## src/rtl/octa_pkg.sv

```systemverilog
// Shared types for the 16-bit core front end.
//   INST_W / PC_W : instruction and program-counter widths
//   fetch_pkt_t   : one fetched {pc, inst} pair as carried from IF to ID
package octa_pkg;

    localparam int INST_W = 16;
    localparam int PC_W   = 16;

    typedef struct packed {
        logic [PC_W-1:0]   pc;
        logic [INST_W-1:0] inst;
    } fetch_pkt_t;

endpackage

```

## src/rtl/fifo_ptr.sv

```systemverilog
// Wrapping FIFO pointer: one extra MSB beyond the address bits, so that
// equal/opposite-MSB comparisons between two pointers distinguish empty
// from full. Wraps modulo 2*DEPTH by natural overflow (DEPTH power of two).
// Ports:
//   clk  in  clock
//   rst  in  synchronous active-low reset (pointer -> 0)
//   clr  in  synchronous clear (pointer -> 0), beats inc
//   inc  in  advance pointer by one
//   ptr  out registered pointer value, $clog2(DEPTH)+1 bits
module fifo_ptr #(
    parameter int DEPTH = 4
) (
    input  logic                     clk,
    input  logic                     rst,
    input  logic                     clr,
    input  logic                     inc,
    output logic [$clog2(DEPTH):0]   ptr
);

    localparam int PW = $clog2(DEPTH) + 1;

    logic [PW-1:0] ptr_r;

    // pointer register: reset > clear > increment
    always_ff @(posedge clk) begin
        if (!rst) begin
            ptr_r <= '0;
        end else if (clr) begin
            ptr_r <= '0;
        end else if (inc) begin
            ptr_r <= ptr_r + PW'(1);
        end else begin
            ptr_r <= ptr_r;
        end
    end

    assign ptr = ptr_r;

endmodule

```

## src/rtl/if_id_fifo.sv

```systemverilog
// Instruction buffer between fetch (IF) and decode (ID). Holds {pc, inst}
// packets in strict order, valid/ready on both sides, flush on taken branch.
// Handshake flags come straight from registered pointers, so there is no
// combinational path from either input side to the other.
// Ports:
//   clk       in   clock
//   rst       in   synchronous active-low reset
//   flush     in   discard all entries (and any push/pop this cycle)
//   inValid   in   IF presents a packet          inReady  out  not full
//   pcIn      in   PC of fetched instruction     instIn   in   instruction
//   outValid  out  head packet available         outReady in   ID takes head
//   pcOut     out  head PC (0 when empty)        instOut  out  head inst (0 when empty)
//   count     out  occupancy 0..DEPTH; exists only when IFQ_COUNT_EN is defined
module if_id_fifo
    import octa_pkg::*;
#(
    parameter int DEPTH = 4,
    parameter int WIDTH = 16
) (
    input  logic             clk,
    input  logic             rst,
    input  logic             flush,
    input  logic             inValid,
    output logic             inReady,
    input  logic [WIDTH-1:0] pcIn,
    input  logic [WIDTH-1:0] instIn,
    output logic             outValid,
    input  logic             outReady,
    output logic [WIDTH-1:0] pcOut,
    output logic [WIDTH-1:0] instOut
`ifdef IFQ_COUNT_EN
    ,
    output logic [$clog2(DEPTH):0] count
`endif
);

    localparam int AW = $clog2(DEPTH);
    localparam int PW = AW + 1;

    logic [PW-1:0] wr_ptr_s;
    logic [PW-1:0] rd_ptr_s;
    logic          empty_s;
    logic          full_s;
    logic          push_s;
    logic          pop_s;
    fetch_pkt_t    wr_pkt_s;
    fetch_pkt_t    head_s;
    fetch_pkt_t    mem_r [DEPTH];

    assign empty_s  = (wr_ptr_s == rd_ptr_s);
    assign full_s   = (wr_ptr_s[AW-1:0] == rd_ptr_s[AW-1:0]) &&
                      (wr_ptr_s[AW] != rd_ptr_s[AW]);
    assign inReady  = !full_s;
    assign outValid = !empty_s;
    assign push_s   = inValid & inReady;
    assign pop_s    = outValid & outReady;

    assign wr_pkt_s.pc   = pcIn;
    assign wr_pkt_s.inst = instIn;

    fifo_ptr #(.DEPTH(DEPTH)) u_wr_ptr (
        .clk (clk),
        .rst (rst),
        .clr (flush),
        .inc (push_s),
        .ptr (wr_ptr_s)
    );

    fifo_ptr #(.DEPTH(DEPTH)) u_rd_ptr (
        .clk (clk),
        .rst (rst),
        .clr (flush),
        .inc (pop_s),
        .ptr (rd_ptr_s)
    );

    // packet storage; contents are don't-care after reset/flush since pointers clear
    always_ff @(posedge clk) begin
        if (push_s && !flush) begin
            mem_r[wr_ptr_s[AW-1:0]] <= wr_pkt_s;
        end
    end

    // head read, forced to zero while empty so stale entries never leak out
    always_comb begin
        head_s  = mem_r[rd_ptr_s[AW-1:0]];
        pcOut   = '0;
        instOut = '0;
        if (outValid) begin
            pcOut   = head_s.pc;
            instOut = head_s.inst;
        end else begin
            pcOut   = '0;
            instOut = '0;
        end
    end

`ifdef IFQ_COUNT_EN
    logic [PW-1:0] count_r;

    // occupancy counter, kept in lock-step with the pointer registers
    always_ff @(posedge clk) begin
        if (!rst) begin
            count_r <= '0;
        end else if (flush) begin
            count_r <= '0;
        end else if (push_s && !pop_s) begin
            count_r <= count_r + PW'(1);
        end else if (pop_s && !push_s) begin
            count_r <= count_r - PW'(1);
        end else begin
            count_r <= count_r;
        end
    end

    assign count = count_r;
`endif

endmodule

```

## config.mk

```make
export PLATFORM = sky130hd
export DESIGN_NAME = if_id_fifo
export DESIGN_NICKNAME = d
export VERILOG_FILES = /design/src/rtl/octa_pkg.sv /design/src/rtl/fifo_ptr.sv /design/src/rtl/if_id_fifo.sv
export SDC_FILE = /design/constraint.sdc
export NUM_CORES = 1
export LEC_CHECK = 0
export CORE_UTILIZATION = 49
export DETAILED_ROUTE_END_ITERATION = 10
export PLACE_DENSITY_LB_ADDON = 0.12
export SKIP_LAST_GASP = 1
export SLEW_MARGIN = 10
export SYNTH_ARGS = -nofsm -noshare
export SYNTH_HDL_FRONTEND = slang
export SYNTH_HIERARCHICAL = 1
export SYNTH_SLANG_ARGS = --single-unit
```

## constraint.sdc

```tcl
create_clock -name clk -period 3.1 [get_ports clk]
set_input_delay 0.31 -clock clk [delete_from_list [all_inputs] [get_ports clk]]
set_output_delay 0.31 -clock clk [all_outputs]
set_load 0.05 [all_outputs]
```

==> summary.txt, run 1 <==
Floorplan
  – Initial Utilization: between 50% and 60%
  – Die width: 107 um
  – Die span in y: approximately 110 um
  – Core Footprint: ~11000 um^2
  – # rows: 38
  – I/O pins: 71
  – Die area: approximately 11000 um^2

Setup path
  – WP data required: 2.79 ns
  – Startpoint Class: flop
  – Crit Path Category: reg2out
  – CP cell instances: xnor2_1 > nand3_1 > clkdlybuf4s50_1
  – Critical path depth: 3
  – Worst Path Buf+Inv: 1
  – Critical Path Sink: inReady
  – Worst Path Arrival: ~2.7 ns
  – Slowest Stage Delay on Critical Path: approximately 0.81 ns
  – Reg2reg path depth: 3
  – Worst Setup SP: u_wr_ptr/ptr[1]$_SDFFE_PP0P_
  – Slowest stage cell, crit path: xnor2_1
  – Kind of end point of the critical path: output port
  – Worst reg2reg endpoint: mem_r[0][29]$_DFFE_PP_
  – Max FO, Critical Path: 8
  – R2R Path Start: u_wr_ptr/ptr[1]$_SDFFE_PP0P_
  – Top Family by Delay on Critical Path: XOR/XNOR gates
  – Reg2reg setup slack: 0.92 ns

Synthesis
  – Simple-Gate Fraction of Synth Area: under 10%
  – Cells after Synth: 252
  – #FFs+latches synth: around 130
  – Combinational family with the most area after synthesis: multiplexers
  – Compound-Gate Fraction of Synth Area: under 10%
  – Synth Area in Adders: less than 1%
  – Netlist cell types: 26
  – Synth Cell Area: roughly 5400 um^2
  – Syn. warnings: 6
  – Seq/Total Area, Yosys: roughly three quarters
  – Avg Cell Area, Syn: approximately 22 um^2
  – Mux cell area share after synthesis: 13.9%
  – Syn nets: between 200 and 300
  – Xor-xnor portion of the synthesized cell area: 1.41%

Clocking
  – Clock buffers created by TritonCTS: 17
  – Worst-path clk slew: 0.06 ns
  – Sink Count: around 130
  – Root Buffer: clkbuf_8
  – Htree depth: 4
  – CTS max path bufs: 2
  – CTS tree: built
  – Clk_lat worst skew: 0.50 ns
  – Hold_buf cts: 0
  – # Post-CTS Setup Buffers: 0

Timing
  – Final Setup Violations: 0
  – Final Skew: 0.00654 ns
  – Unrepaired setup endpoints after global routing: yes
  – Fin crit share: between 90% and 100%
  – Max Freq: about 340 MHz
  – Worst-margin pin slew: between 0.9 and 1 ns
  – Setup ws final: roughly 0.12 ns
  – Final setup TNS: 0 ns
  – Max_slew headroom: between 30% and 40%
  – Final Hold Viols: 0
  – Hold slack: between 0.4 and 0.5 ns
  – Fin crit period: between 2 and 3 ns
  – Slew Limit Fails: 0

Route
  – Pre-antenna DRT Iters: 4
  – DR WL/cell: just over 20 um
  – Residual DRC: 0
  – Vias post-DR: ~2800
  – Routed Antenna Nets: 0
  – Final WL: around 10000 um
  – Post-DR vias/cell: 5.71
  – DR iter-0 viols: 143

Global route
  – Vias in the first global route: about 2800
  – Initial antenna violation count: 0
  – First-pass GRT wire length: about 16000 um
  – Largest net degree at the start of global routing: 36
  – GRT Total Usage: between 10% and 20%
  – Gr ovfl total: 0

Worst hold path
  – Hold/Removal Path Class: in2reg
  – Hold path cells: 1

Placement
  – Detail Placement HPWL: between 6000 and 7000 um
  – Post-Place Worst Slack: about 0.58 ns
  – Count of input and output buffers: 70
  – GP Congestion: slightly below 0.7

Status
  – Outcome: completed

Cells and area
  – Fin util: approximately two thirds
  – Share of post-route cells with drive strength above 1: 32.9%
  – Antenna Cells: 0
  – Final net count: around 370
  – Layout area overhead: 30.8%

Power
  – Power Density: 600 nW/um^2
  – Peak VDD IR: 458 uV
  – Leak: between 2 and 2.5 nW
  – Tot Pwr: between 4 and 5 mW

Run
  – Max Cap Viol: 0
[per-stage QoR]
stage / instance area [um^2] / cells
final: 7090 / 487
after global routing: 7090 / 487
after CTS: 7080 / 487
after detailed placement: 6510 / 455
after global placement: 6510 / 455
after floorplan: 5420 / 252
[cell usage in the layout, fill, tap and decap left out, types with 3 or more instances in the layout]
cell	instances
edfxtp_1	128
clkdlybuf4s50_1	37
o31a_1	33
mux4_2	29
buf_4	22
buf_12	21
clkbuf_16	16
a31oi_4	4
clkinvlp_4	4
nor2_1	4
dfxtp_1	4
xor2_4	3
mux4_1	3
xnor2_1	3
inv_6	3
clkinv_4	3
[synthesized netlist by cell type]
master      n  area, um^2
buf_6       4        45.0
nand2b_1    2        12.5
a21bo_1     2        20.0
a21oi_1     2        10.0
o31a_1     33         289
nand3_1     1        5.00
mux4_2     29         653
ha_1        2        25.0
nand4b_1    1        8.76
nand3b_1    2        15.0
or3_1       1        6.26
nor2_1      4        15.0
clkbuf_1    4        15.0
or4b_1      1        10.0
edfxtp_1  128        3840
mux2i_1     2        20.0
dfxtp_1     6         120
mux4_1      3        78.8
buf_12      3        60.1
a31oi_1     5        31.3
or4bb_1     2        22.5
buf_2       7        35.0
xnor2_1     4        35.0
inv_1       1        3.75
xor2_2      2        32.5
xor2_1      1        8.76
[worst min path at each step]
stage | startpoint | endpoint
3_5_place_dp | u_wr_ptr/ptr[2]$_SDFFE_PP0P_ | u_wr_ptr/ptr[2]$_SDFFE_PP0P_
3_3_place_gp | u_rd_ptr/ptr[2]$_SDFFE_PP0P_ | u_rd_ptr/ptr[2]$_SDFFE_PP0P_
2_1_floorplan | instIn[0] | mem_r[0][0]$_DFFE_PP_
6_report | pcIn[3] | mem_r[3][19]$_DFFE_PP_
4_1_cts | pcIn[3] | mem_r[3][19]$_DFFE_PP_
5_1_grt | pcIn[7] | mem_r[2][23]$_DFFE_PP_
[state kept, by name, summed over array words and instances, names as in the netlist]
| register | cells |
|---|---|
| u_wr_ptr/ptr | 3 |
| mem_r | 128 |
| u_rd_ptr/ptr | 3 |
[logic make-up (layout without fill, tap and decap cells)]
family,after synthesis,count (layout)
DFF,134,134
AOI/OAI and AO/OA,42,42
muxes,34,34
buffers and inverters,19,114
and+or+nand+nor,14,14
xor gates and xnor gates,7,7
adders and majority gates,2,2
[routing by layer]
metal / vias to the layer above / wire length, um / track usage, % / part of all wire (%)
li1: 1251 / - / - / -
met4: 0 / 82 / 7.34 / 0.82
met5: - / 0 / 0 / 0
met2: 64 / 5290 / 31.6 / 53
met1: 1458 / 4280 / 24.4 / 43
met3: 9 / 374 / 4.19 / 3.7
[timing repair]
action / in CTS / in global routing
gates resized for setup: 0 / 2
endpoints found under the setup margin: 0 / 2
endpoints found under the hold margin: 0 / 0
[power by group]
part | internal [mW] | total, mW | switching [mW]
registers | 2.01 | 2.02 | 0.00976
logic | 0.159 | 0.348 | 0.189
clock network | 1.15 | 1.88 | 0.733
total | 3.32 | 4.26 | 0.932
[layout make-up]
cell class | count | area (um^2)
clock inverter | 14 | 153
timing repair buffer | 81 | 967
fill | 733 | 3700
sequential | 134 | 3970
inverter | 1 | 3.75
tap | 140 | 175
multi-input combinational | 99 | 1410
clock buffer | 18 | 418
Note: power is estimated with default switching activity, not from simulation.
==> run 2: changes to the inputs <==
CORE_UTILIZATION = 55   (was 49)
GPL_TIMING_DRIVEN = 0   (was unset)
clock period = 2.9 ns   (was 3.1 ns; I/O delays follow)
==> run 2 against run 1 <==
Combinational power shrank 3%. Sequential cell count is the same. Count of clock-buffer cells in the layout shrank 1. Worst hold slack lost 0.033 ns. Clock power grew 7%. Clock skew grew 0.0021 ns. Largest cell class unchanged. Largest power group unchanged.
==> summary.txt, run 2 (synthesis results as in run 1) <==
Cells and area
  – Max FFs per register: 128
  – Fin util: between 70% and 80%
  – Commonest cells after routing, fill and taps aside: 128 x edfxtp_1, 37 x clkdlybuf4s50_1, 33 x o31a_1
  – Final net count: ~380
  – Finished Layout Cells: 484
  – Antenna Cells: 0
  – Share of post-route cells with drive strength above 1: 25.4%
  – Most common cell after layout, fill and taps aside: edfxtp_1
  – Layout area overhead: 28.8%

Timing
  – Worst-margin pin slew: about 0.76 ns
  – Slew Limit Fails: 0
  – Fin crit period: 2.87 ns
  – Max_slew headroom: between 40% and 50%
  – Final Setup Violations: 0
  – Final Skew: between 0.008 and 0.009 ns
  – Unrepaired setup endpoints after global routing: yes
  – Max Freq: roughly 350 MHz
  – Fin crit share: between 90% and 100%
  – Final Hold Viols: 0

Route
  – Pre-antenna DRT Iters: 4
  – DR WL/cell: approximately 22 um
  – Final WL: roughly 11000 um
  – DR iter-0 viols: 191
  – Routed Antenna Nets: 0
  – Post-DR vias/cell: roughly 5.9
  – Residual DRC: 0
  – Vias post-DR: about 2900

Global route
  – Vias in the first global route: around 3000
  – GRT Total Usage: a little under a quarter
  – Largest net degree at the start of global routing: 19
  – Initial antenna violation count: 0
  – First-pass GRT wire length: around 17000 um
  – Gr ovfl total: 0

Clocking
  – Root Buffer: clkbuf_8
  – Hold_buf cts: 0
  – Worst-path clk slew: 0.06 ns
  – Sink Count: 134
  – CTS max path bufs: 2
  – Clock buffers created by TritonCTS: 17
  – # Post-CTS Setup Buffers: 0
  – CTS tree: built
  – Htree depth: 4
  – Clk_lat worst skew: 0.51 ns

Floorplan
  – Die width: 101 um
  – Die span in y: slightly above 100 um
  – Core Footprint: ~9400 um^2
  – Initial Utilization: a little under three fifths
  – # rows: 35
  – I/O pins: approximately 70
  – Die area: approximately 10000 um^2

Setup path
  – Startpoint Class: flop
  – R2R Path Start: u_wr_ptr/ptr[0]$_SDFFE_PP0P_
  – Kind of end point of the critical path: output port
  – Worst Setup SP: u_rd_ptr/ptr[0]$_SDFFE_PP0P_
  – Max FO, Critical Path: 10
  – Crit Path Category: reg2out
  – Worst Path Arrival: between 2 and 3 ns
  – WP data required: 2.61 ns

Placement
  – GP Congestion: approximately 0.66
  – Detail Placement HPWL: just under 7000 um
  – Count of input and output buffers: 70
  – # placed instances: around 460

Power
  – Power Density: ~650 nW/um^2
  – Peak VDD IR: approximately 340 uV
  – Leak: around 2.4 nW

Worst hold path
  – Worst hold start: pcIn[2]
  – Hold/Removal Path Class: in2reg

Status
  – Outcome: completed

Run
  – Max Cap Viol: 0
run 2: cell types whose count changed in the layout (fill, tap and decap cells not counted), moves of 3 or more:
cell             before  now
buf_4                22    0
xor2_4                3    0
clkbuf_2              0    7
buf_16                0    4
clkinv_2              2    5
clkinvlp_4            4    1
xor2_2                0    3
dlygate4sd2_1         0   25
buf_2                 0    7
buf_6                 1    4
buf_12               21    3
inv_6                 3    0
clkdlybuf4s15_1       0    3
run 2: routing by layer:
layer | up-vias | part of all wire (%) | GRT usage [%]
li1 | 1264 | - | -
met1 | 1488 | 43 | 31.3
met2 | 89 | 51 | 38.0
met3 | 19 | 4.6 | 5.80
met4 | 0 | 1.6 | 8.03
met5 | - | 0 | 0
run 2: stage by stage:
stage / cell area [um^2] / worst slack, ns / hold slack, ns / power, mW / setup TNS (ns)
4_1_cts: 6990 / -0.169 / 0.389 / 4.54 / -0.301
3_3_place_gp: 6300 / -1.78 / 0.511 / 2.54 / -145.45
3_5_place_dp: 6450 / 0.120 / 0.547 / 2.56 / 0
5_1_grt: 6980 / -0.0879 / 0.397 / 4.64 / -0.144
6_report: 6980 / 0.0347 / 0.403 / 4.52 / 0
2_1_floorplan: 5430 / -0.0925 / 0.389 / 2.40 / -5.91
run 2: final timing paths:
| path | to | slack (ns) | depth (start not counted) |
|---|---|---|---|
| setup / recovery | inReady | 0.03 | 5 |
| hold / removal | mem_r[3][18]$_DFFE_PP_ | 0.40 | 1 |
| hold reg to reg | u_rd_ptr/ptr[1]$_SDFFE_PP0P_ | 0.57 | 2 |
| setup reg to reg | mem_r[1][14]$_DFFE_PP_ | 0.65 | 3 |
run 2: timing repair:
action,CTS,global route
resized for setup,37,13
gates cloned,0,0
pin swaps,0,0
endpoints found under the setup margin,34,9
run 2: area by class of cell:
cell class	count	area (um^2)
repair buffers	74	762
clock inverters	12	139
flip-flops and latches	134	3960
plain buffers	18	159
well taps	129	161
clock buffers	17	414
multi-input cells	99	1380
inverters	1	3.75
fillers	558	2430
run 2: power by group:
group,internal [mW],switching [mW]
combinational,0.138,0.199
clock,1.28,0.742
sequential,2.15,0.0105
run 2: worst max-delay path: stages (launching register included):
cell and delay (ns):
dfxtp_1 0.34, buf_6 0.17, buf_12 0.16, xnor2_2 0.48, nand3_1 0.16, clkdlybuf4s50_1 0.75
==> run 3: changes to the inputs <==
CORE_MARGIN = 2   (was unset)
GPL_TIMING_DRIVEN = unset   (was 0)
==> run 3 against run 2 <==
Count of clock-buffer cells in the layout grew 1. Core utilization increased by 1.5 points. Register-to-register slack improved by 0.23 ns. Sequential power about the same. Non-clock buffer count is 7 lower. Critical path depth down 1. Routed wire length increased by 2.2%. Clock power increased by 6%. Design area is 4.9% higher. Worst hold slack better by 0.0047 ns. First-iteration DRC count fell by 2.6%. Critical path type unchanged. Critical endpoint is now instOut[5]. Highest routed layer unchanged.
==> summary.txt, run 3 (synthesis results as in run 1) <==
Cells and area
  – Most common cell after layout, fill and taps aside: edfxtp_1
  – Final Cell Area: ~7300 um^2
  – Area of the multi-input gates: 1400 um^2
  – Share of post-route cells with drive strength above 1: about a third
  – Fillers: 520
  – Sequential cell area: between 3000 and 4000 um^2
  – Antenna Cells: 0
  – Layout area overhead: 35.2%
  – Commonest cells after routing, fill and taps aside: 128 x edfxtp_1, 37 x buf_12, 36 x clkdlybuf4s50_1
  – Final net count: 377
  – Max FFs per register: between 100 and 150
  – Fin util: approximately three quarters

Clocking
  – Clock buffers created by TritonCTS: 17
  – Clk_lat worst skew: 0.52 ns
  – Post-CTS Resized: 0
  – CTS tree: built
  – # Post-CTS Setup Buffers: 0
  – Sink Count: about 130
  – Htree depth: 4
  – Root Buffer: clkbuf_8
  – Worst-path clk slew: around 0.060 ns
  – Hold_buf cts: 0
  – CTS max path bufs: 2

Global route
  – Largest net degree at the start of global routing: 27
  – Initial antenna violation count: 0
  – First-pass GRT wire length: approximately 17000 um
  – Gr ovfl total: 0
  – Vias in the first global route: roughly 2900
  – GRT Total Usage: a little under a quarter

Timing
  – Fin crit period: 2.56 ns
  – Fin crit share: 88.4%
  – Final setup TNS: 0 ns
  – Final Skew: 0.00711 ns
  – Slew Limit Fails: 0
  – Final Hold Viols: 0
  – Max Freq: 390 MHz
  – Setup ws final: roughly 0.34 ns
  – Unrepaired setup endpoints after global routing: no
  – Max_slew headroom: 59.5%
  – Worst-margin pin slew: slightly above 0.6 ns
  – Final Setup Violations: 0

Placement
  – Detail Placement HPWL: about 6400 um
  – Count of input and output buffers: 70
  – Placed Instance Area: ~6700 um^2
  – Post-Place Worst Slack: between 0.6 and 0.7 ns
  – GP Congestion: about 0.73

Power
  – Leak: about 2.4 nW
  – Peak VDD IR: about 450 uV
  – Power Density: 645 nW/um^2

Floorplan
  – Initial Utilization: 56.0%
  – I/O pins: 71
  – Core Footprint: 9680 um^2
  – Die area: about 11000 um^2
  – # rows: 36
  – Die width: between 100 and 150 um
  – Die span in y: roughly 100 um

Run
  – Max Cap Viol: 0

Setup path
  – Crit Path Category: reg2out
  – WP data required: ~2.6 ns
  – Slowest Stage Delay on Critical Path: around 0.60 ns
  – Slowest stage cell, crit path: dfxtp_2
  – CP cell instances: buf_4 > mux4_2 > o31a_1 > buf_12
  – Worst Path Arrival: 2.27 ns
  – Kind of end point of the critical path: output port
  – Max FO, Critical Path: 25
  – Startpoint Class: flop

Route
  – Vias post-DR: approximately 2800
  – Final WL: 11000 um
  – DR WL/cell: ~23 um
  – DR iter-0 viols: ~190
  – Residual DRC: 0
  – Pre-antenna DRT Iters: 4
  – Post-DR vias/cell: between 5 and 6
  – Routed Antenna Nets: 0

Worst hold path
  – Hold/Removal Path Class: in2reg

Status
  – Outcome: completed
-- run 3: cell count changes in the layout (fill, tap and decap cells not counted), sizes merged --
cell and delta:
buf +31, bufinv +1, clkbuf -7, clkdlybuf4s15 -3, clkdlybuf4s50 -1, clkinv -5
clkinvlp +5, dlygate4sd2 -25, dlymetal6s2s -1
-- run 3: area by class of cell --
type	instances	share of cell area, %
Clock buffer	18	5.70
Clock inverter	13	2.49
Inverter	1	0.0512
Multi-Input combinational cell	99	19.1
Sequential cell	134	54.1
Tap cell	133	2.27
Timing Repair Buffer	85	16.3
-- run 3: worst paths after layout --
check	from	to	slack, ns	depth (start not counted)
max	u_rd_ptr/ptr[1]$_SDFFE_PP0P_	instOut[5]	0.34	4
min	instIn[13]	mem_r[2][13]$_DFFE_PP_	0.41	1
min reg2reg	u_rd_ptr/ptr[0]$_SDFFE_PP0P_	u_rd_ptr/ptr[0]$_SDFFE_PP0P_	0.62	2
max reg2reg	u_wr_ptr/ptr[0]$_SDFFE_PP0P_	mem_r[3][26]$_DFFE_PP_	0.88	4
-- run 3: metal layers --
metal | vias to the layer above | part of all wire (%) | routed length, um | global-route usage (%)
met5 | - | 0 | 0 | 0
met4 | 0 | 1.4 | 151 | 8.30
met3 | 13 | 4.9 | 535 | 5.31
met2 | 99 | 52 | 5760 | 36.6
met1 | 1450 | 41 | 4560 | 30.5
li1 | 1251 | - | - | -
-- run 3: power breakdown --
part	leakage (nW)	total (mW)	switching [mW]	internal, mW
Combinational	0.870	0.414	0.210	0.204
Clock	0.273	2.15	0.762	1.38
Sequential	1.21	2.17	0.0132	2.15
Total	2.36	4.73	0.985	3.74
-- run 3: through the flow --
| step | power, mW | hold WS, ns | cells |
|---|---|---|---|
| 2_1_floorplan | 2.40 | 0.389 | 252 |
| 3_5_place_dp | 2.62 | 0.607 | 452 |
| 5_1_grt | 4.86 | 0.410 | 483 |
| 3_3_place_gp | 2.61 | 0.602 | 452 |
| 6_report | 4.73 | 0.408 | 483 |
| 4_1_cts | 4.76 | 0.392 | 483 |
-- run 3: worst max-delay path: cells and delay by family, from the launching register on --
family                 cells  cell delay, ns
AOI/OAI and AO/OA          1            0.15
buffers and inverters      2            0.59
DFF                        1            0.60
muxes                      1            0.40
